File: src/rtl/fifo_rd_drain_if.sv
// Handshake bundle between the FIFO read port, the drain engine and the downstream stream.
// The master side is the drain engine; the slave side is the FIFO/downstream environment.
interface fifo_rd_drain_if #(
  parameter int unsigned DATA_WIDTH = 8,
  parameter int unsigned CNT_WIDTH  = 16
);
  logic                  rd_avail;
  logic                  rd_en;
  logic [DATA_WIDTH-1:0] rd_data;
  logic                  flush;
  logic                  out_valid;
  logic                  out_ready;
  logic [DATA_WIDTH-1:0] out_data;
  logic [CNT_WIDTH-1:0]  pop_count;

  modport master (
    input  rd_avail, rd_data, flush, out_ready,
    output rd_en, out_valid, out_data, pop_count
  );

  modport slave (
    output rd_avail, rd_data, flush, out_ready,
    input  rd_en, out_valid, out_data, pop_count
  );
endinterface

File: src/rtl/fifo_rd_drain.sv
// Read-side drain engine: pulls FIFO words, hides the one-cycle read latency in a
// 2-entry skid buffer and presents them as an in-order valid/ready stream.
module fifo_rd_drain #(
  parameter int unsigned DATA_WIDTH = 8,
  parameter int unsigned CNT_WIDTH  = 16
) (
  input  logic              clk,
  input  logic              rst,
  fifo_rd_drain_if.master   io_bus
);

  localparam int unsigned OCC_W = 2;
  localparam int unsigned SUM_W = 3;

  logic [OCC_W-1:0]      r_occ;
  logic                  r_inflight;
  logic                  r_armed;
  logic [DATA_WIDTH-1:0] r_head;
  logic [DATA_WIDTH-1:0] r_tail;
  logic [CNT_WIDTH-1:0]  r_pop_count;

  logic [OCC_W-1:0]      w_occ_nxt;
  logic [DATA_WIDTH-1:0] w_head_nxt;
  logic [DATA_WIDTH-1:0] w_tail_nxt;
  logic [CNT_WIDTH-1:0]  w_pop_count_nxt;
  logic [SUM_W-1:0]      w_committed;
  logic                  w_pop;
  logic                  w_wr;
  logic                  w_rd_en;

  // Read request: only when the word can be guaranteed a slot after this cycle's pop.
  // r_armed keeps Rd_en low until the first edge after reset release.
  always_comb begin
    w_pop       = (r_occ != OCC_W'(0)) && io_bus.out_ready;
    w_committed = SUM_W'(r_occ) + SUM_W'(r_inflight) - SUM_W'(w_pop);
    w_rd_en     = r_armed && io_bus.rd_avail && !io_bus.flush
                  && (w_committed < SUM_W'(2));
    w_wr        = r_inflight && !io_bus.flush;
  end

  // Skid buffer next state: tail fill, head shift on pop, flush empties.
  always_comb begin
    w_occ_nxt       = r_occ;
    w_head_nxt      = r_head;
    w_tail_nxt      = r_tail;
    w_pop_count_nxt = r_pop_count + CNT_WIDTH'(w_pop);

    case ({w_wr, w_pop})
      2'b10: begin
        if (r_occ == OCC_W'(0)) begin
          w_head_nxt = io_bus.rd_data;
        end else begin
          w_tail_nxt = io_bus.rd_data;
        end
        w_occ_nxt = r_occ + OCC_W'(1);
      end
      2'b01: begin
        w_head_nxt = r_tail;
        w_occ_nxt  = r_occ - OCC_W'(1);
      end
      2'b11: begin
        if (r_occ == OCC_W'(1)) begin
          w_head_nxt = io_bus.rd_data;
        end else begin
          w_head_nxt = r_tail;
          w_tail_nxt = io_bus.rd_data;
        end
      end
      default: begin
      end
    endcase

    if (io_bus.flush) begin
      w_occ_nxt = OCC_W'(0);
    end
  end

  always_ff @(posedge clk or negedge rst) begin
    if (!rst) begin
      r_occ       <= OCC_W'(0);
      r_inflight  <= 1'b0;
      r_armed     <= 1'b0;
      r_head      <= DATA_WIDTH'(0);
      r_tail      <= DATA_WIDTH'(0);
      r_pop_count <= CNT_WIDTH'(0);
    end else begin
      r_occ       <= w_occ_nxt;
      r_inflight  <= w_rd_en;
      r_armed     <= 1'b1;
      r_head      <= w_head_nxt;
      r_tail      <= w_tail_nxt;
      r_pop_count <= w_pop_count_nxt;
    end
  end

  assign io_bus.rd_en     = w_rd_en;
  assign io_bus.out_valid = (r_occ != OCC_W'(0));
  assign io_bus.out_data  = r_head;
  assign io_bus.pop_count = r_pop_count;

endmodule
File: src/flat_wrapper.sv
// flat-port wrapper written by rule: the top's interface ports become plain ports
module fifo_rd_drain_flat 
#(
  parameter int unsigned DATA_WIDTH = 8,
  parameter int unsigned CNT_WIDTH  = 16
)
  (clk, rst, io_bus_rd_avail, io_bus_rd_data, io_bus_flush, io_bus_out_ready, io_bus_rd_en, io_bus_out_valid, io_bus_out_data, io_bus_pop_count);
  fifo_rd_drain_if #(.DATA_WIDTH(DATA_WIDTH), .CNT_WIDTH(CNT_WIDTH)) io_bus_i ();
  input  logic clk;
  input  logic rst;
  input wire logic [$bits(io_bus_i.rd_avail)-1:0] io_bus_rd_avail;
  input wire logic [$bits(io_bus_i.rd_data)-1:0] io_bus_rd_data;
  input wire logic [$bits(io_bus_i.flush)-1:0] io_bus_flush;
  input wire logic [$bits(io_bus_i.out_ready)-1:0] io_bus_out_ready;
  output wire logic [$bits(io_bus_i.rd_en)-1:0] io_bus_rd_en;
  output wire logic [$bits(io_bus_i.out_valid)-1:0] io_bus_out_valid;
  output wire logic [$bits(io_bus_i.out_data)-1:0] io_bus_out_data;
  output wire logic [$bits(io_bus_i.pop_count)-1:0] io_bus_pop_count;
  assign io_bus_i.rd_avail = io_bus_rd_avail;
  assign io_bus_i.rd_data = io_bus_rd_data;
  assign io_bus_i.flush = io_bus_flush;
  assign io_bus_i.out_ready = io_bus_out_ready;
  assign io_bus_rd_en = io_bus_i.rd_en;
  assign io_bus_out_valid = io_bus_i.out_valid;
  assign io_bus_out_data = io_bus_i.out_data;
  assign io_bus_pop_count = io_bus_i.pop_count;
  fifo_rd_drain #(.DATA_WIDTH(DATA_WIDTH), .CNT_WIDTH(CNT_WIDTH)) u_core (.clk(clk), .rst(rst), .io_bus(io_bus_i));
endmodule
File: config.mk
export PLATFORM = sky130hd
export DESIGN_NAME = fifo_rd_drain_flat
export DESIGN_NICKNAME = d
export VERILOG_FILES = /design/src/rtl/fifo_rd_drain_if.sv /design/src/rtl/fifo_rd_drain.sv /design/src/flat_wrapper.sv
export SDC_FILE = /design/constraint.sdc
export NUM_CORES = 1
export LEC_CHECK = 0
export BUFFER_PORTS_ARGS = -buffer_cell sky130_fd_sc_hd__clkbuf_2
export CAP_MARGIN = 20
export CELL_PAD_IN_SITES_DETAIL_PLACEMENT = 0
export CELL_PAD_IN_SITES_GLOBAL_PLACEMENT = 1
export CORE_UTILIZATION = 30
export DETAILED_ROUTE_END_ITERATION = 7
export PLACE_DENSITY_LB_ADDON = 0.3
export SLEW_MARGIN = 20
export SYNTH_ARGS = -nofsm -noshare
export SYNTH_HDL_FRONTEND = slang
export SYNTH_SLANG_ARGS = --single-unit
File: constraint.sdc
create_clock -name clk -period 4.7 [get_ports clk]
set_clock_uncertainty 0.2 [all_clocks]
set_input_delay 1.41 -clock clk [delete_from_list [all_inputs] [get_ports clk]]
set_output_delay 1.41 -clock clk [all_outputs]
set_load 0.05 [all_outputs]
==> flow_metrics.env <==
export IMPL_netSwitchingPower_mw=0.534
export IMPL_final_layout_size_suffix_gt1_share_pct=34.2
export IMPL_synthDominantAreaCellType="dfrtp_1"
export IMPL_internal_power_mw=0.667
export IMPL_startpoint_type="primary input"
export IMPL_post_synth_inst_count=138
export IMPL_num_fill_cells=542
export IMPL_clockRootBuffer="clkbuf_8"
export IMPL_syn_mean_instance_area_sq_um=11.9
export IMPL_power_share_combinational_pct=45.1
export IMPL_timing_critical_path_fanout_max=2
export IMPL_switching_share_pct=44.4
export IMPL_post_synth_instance_area_sq_um=1650
export IMPL_fin_hold_ws_ns=0.281
export IMPL_layout_nets=203
export IMPL_total_count_of_hold_check_failures_in_the_final_report=0
export IMPL_total_vias_in_the_final_route=1196
export IMPL_timing_hold_worst_start="u_core.io_bus.pop_count[15]$_DFF_PN0_"
export IMPL_worst_hold_path_type="reg -> reg"
export IMPL_leakagePower_nw=1.01
export IMPL_tritoncts_clock_tree="yes"
export IMPL_initialDrtViolationCount=61
export IMPL_synth_sequential_area_ratio_pct=54.6
export IMPL_slowest_cell_delay_on_critical_path_ns=0.51
export IMPL_initial_utilization_pct=31.7
export IMPL_number_of_cts_inserted_buffers=5
export IMPL_die_area_sq_um=5800
export IMPL_grt_remaining_overflow=0
export IMPL_grt_pass1_vias=1304
export IMPL_antenna_cells_inserted=0
export IMPL_required_ns=3.09
export IMPL_worst_r2r_setup_slack_ns=2.10
export IMPL_max_slew_margin_rel_pct=40.5
export IMPL_drv_slew=0
export IMPL_worstPathArrival_ns=3.02
export IMPL_drt_vias_per_instance=4.71
export IMPL_synth_top_area_share_pct=54.6
export IMPL_path_cells="buf_6 > nand2b_4 > inv_2 > ha_4 > or2b_1 > fa_1 > nand4b_1 > nor2_4 > buf_12"
export IMPL_yosys_warnings=0
export IMPL_insertion_delay_ns=0.28
export IMPL_worst_hold_path_num_cells=1
export IMPL_rr_worst_depth=9
export IMPL_worstMarginPinSlew_ns=0.893
export IMPL_maximum_count_of_clock_buffers_along_a_single_path=2
export IMPL_route_final_wire_length_um=3430
export IMPL_globalplace_congestion=0.721
export IMPL_io_buffers=38
export IMPL_flow_area_growth_from_synthesis_pct=24.9
export IMPL_worst_r2r_endpoint="u_core.r_inflight$_DFF_PN0_"
export IMPL_largest_net_degree_at_the_start_of_global_routing=37
export IMPL_largest_cells_by_area_after_synthesis="dfrtp_1, xnor2_1, mux2_2"
export IMPL_final_period_utilization_pct=98.6
export IMPL_worstHoldEndpoint="u_core.io_bus.pop_count[15]$_DFF_PN0_"
export IMPL_finalCriticalPeriod_ns=4.63
export IMPL_die_height_um=76.1
export IMPL_max_cap_violations=0
export IMPL_cts_num_sinks=36
export IMPL_ir_worst_vdd_v=0.000332
export IMPL_pwr_share_clk_pct=16.6
export IMPL_global_route_total_usage_across_every_layer_pct=13.4
export IMPL_power_share_sequential_pct=38.3
export IMPL_timing_critical_path_to_type="output pin"
export IMPL_path_class="in -> out"
export IMPL_power_density_nw_per_um2=583
export IMPL_cts_htree_levels=2
export IMPL_count_of_cell_types_in_the_netlist=33
export IMPL_die_width_um=76.1
export IMPL_yosys_register_bits=36
export IMPL_utilization_pct=39.6
export IMPL_drc=0
export IMPL_worst_r2r_startpoint="u_core.r_occ[0]$_DFFE_PN0P_"
export IMPL_core_area_sq_um=5200
export IMPL_dp_hpwl_um=2520
export IMPL_placementRows=26
export IMPL_achievable_frequency_mhz=216
export IMPL_setup_viol_count_final=0
export IMPL_ant_nets=0
export IMPL_cts_clk_slew_worst_paths_ns=0.06
export IMPL_wirelength_per_cell_um=13.5
export IMPL_num_io_pins=39
export IMPL_initial_antenna_violation_count=0
export IMPL_critical_path_slowest_cell="fa_1"
export IMPL_synth_fp_nets=157
export IMPL_dr_pass1_iters=4
export IMPL_global_route_wire_length_before_repair_um=6040
export IMPL_run_status="completed"
how the worst max path moves through the flow:
stage / to / start / slack [ns] / depth (start not counted)
floorplan: io_bus_rd_en / io_bus_out_ready / 0.01 / 8
detailed placement: io_bus_rd_en / io_bus_out_ready / 0.001 / 9
finish: io_bus_rd_en / io_bus_out_ready / 0.07 / 9
global route: io_bus_rd_en / io_bus_out_ready / -0.008 / 9
CTS: io_bus_rd_en / io_bus_out_ready / 0.003 / 9
global placement: io_bus_rd_en / io_bus_out_ready / 0.03 / 9
cell type report:
type                    instances  area, sq um  area share, %
multi-input cells              95          741           36.0
clock inverters                 1         5.00          0.243
flip-flops and latches         36          901           43.7
well taps                      70         87.6           4.25
inverters                       5         18.8          0.911
clock buffers                   6         72.6           3.52
repair buffers                 41          234           11.4
registers in the layout (all words and copies together), names as in the netlist:
register and cells:
u_core.r_tail 8, u_core.io_bus.pop_count 16, u_core.r_inflight 1, u_core.r_armed 1, u_core.io_bus.out_data 8, u_core.r_occ 2
synthesized netlist by cell type:
library cell	number
dfrtp_1	36
nand2_1	18
xnor2_1	14
a2bb2oi_1	8
a21oi_1	7
mux2_2	7
nand3_1	7
ha_1	5
inv_1	4
nor2_1	4
xor2_1	3
a21oi_4	2
and3_1	2
nand4_1	2
a211oi_1	1
a21o_1	1
a21oi_2	1
a311oi_1	1
and2_1	1
and2b_4	1
and4_1	1
buf_2	1
buf_6	1
conb_1	1
fa_1	1
inv_2	1
mux2_1	1
nand2b_1	1
nand3_4	1
nand4b_1	1
nor3_1	1
o21ai_0	1
or2b_1	1
logic make-up (layout without fill, tap and decap cells):
group                    Yosys count  count (layout)  share of synthesized area, %
AO/OA/AOI/OAI                     22              22                          10.6
XOR/XNOR                          17              17                          9.03
other                              1               1                         0.227
buffers and inverters              7              53                          2.12
flip-flops                        36              36                          54.6
adder cells (fa/ha/maj)            6               6                          5.01
multiplexers                       8               8                          5.46
AND/OR/NAND/NOR                   41              41                          12.9
power by group through the flow:
stage / combinational [mW] / sequential, mW / clock [mW]
global placement: 0.523 / 0.459 / 0
detailed placement: 0.536 / 0.465 / 0
finish: 0.542 / 0.460 / 0.199
CTS: 0.538 / 0.460 / 0.211
global route: 0.583 / 0.474 / 0.222
floorplan: 0.216 / 0.646 / 0
cell usage in the layout (no fill, tap or decap):
master     Yosys  routed
clkbuf_2       0      36
dfrtp_1       36      36
nand2_1       18      18
xnor2_1       14      14
a2bb2oi_1      8       8
nand3_1        7       7
mux2_2         7       7
a21oi_1        7       7
clkbuf_8       0       5
inv_1          4       4
ha_1           5       4
nor2_1         4       3
xor2_1         3       3
buf_4          0       3
nand4_1        2       2
and3_1         2       2
a21oi_4        2       2
nand2b_4       0       1
inv_2          1       1
nor3_1         1       1
and4_1         1       1
and2_1         1       1
nand4b_1       1       1
nor2_4         0       1
or2b_1         1       1
and2b_4        1       1
nand3_4        1       1
mux2_1         1       1
a21oi_2        1       1
a21o_1         1       1
o21ai_0        1       1
a211oi_1       1       1
a311oi_1       1       1
fa_1           1       1
ha_4           0       1
clkbuf_1       0       1
clkinv_2       0       1
buf_6          1       1
buf_12         0       1
conb_1         1       1
stage by stage:
| step | instances | power (mW) | setup TNS [ns] | setup WS (ns) | area (sq um) |
|---|---|---|---|---|---|
| CTS | 253 | 1.21 | 0 | 0.00282 | 2030 |
| finish | 254 | 1.20 | 0 | 0.0671 | 2060 |
| detailed placement | 246 | 1.00 | 0 | 0.00135 | 1950 |
| global route | 254 | 1.28 | -0.00817 | -0.00817 | 2060 |
| floorplan | 138 | 0.863 | 0 | 0.0127 | 1660 |
| global placement | 246 | 0.983 | 0 | 0.0313 | 1950 |
worst max-delay path: cells and delay by family:
kind / cells / cell delay (ns)
adder cells (fa/ha/maj): 2 / 0.71
buffers and inverters: 3 / 0.30
AND/OR/NAND/NOR: 4 / 0.61
per-layer routing:
metal  GRT usage, %  up-vias  share of wire [%]
met4           5.77        0                1.4
li1               -      568                  -
met1           15.9      580                 45
met3           4.43        7                7.2
met2           22.1       41                 47
met5              0        -                  0
repair_timing:
item / in CTS / in global routing
hold buffers: 0 / 0
gates resized for setup: 0 / 3
setup endpoints to repair: 1 / 1
buffers inserted: 0 / 1
endpoints found under the hold margin: 0 / 0
pin swaps: 1 / 3
Note: power is estimated with default switching activity, not from simulation.
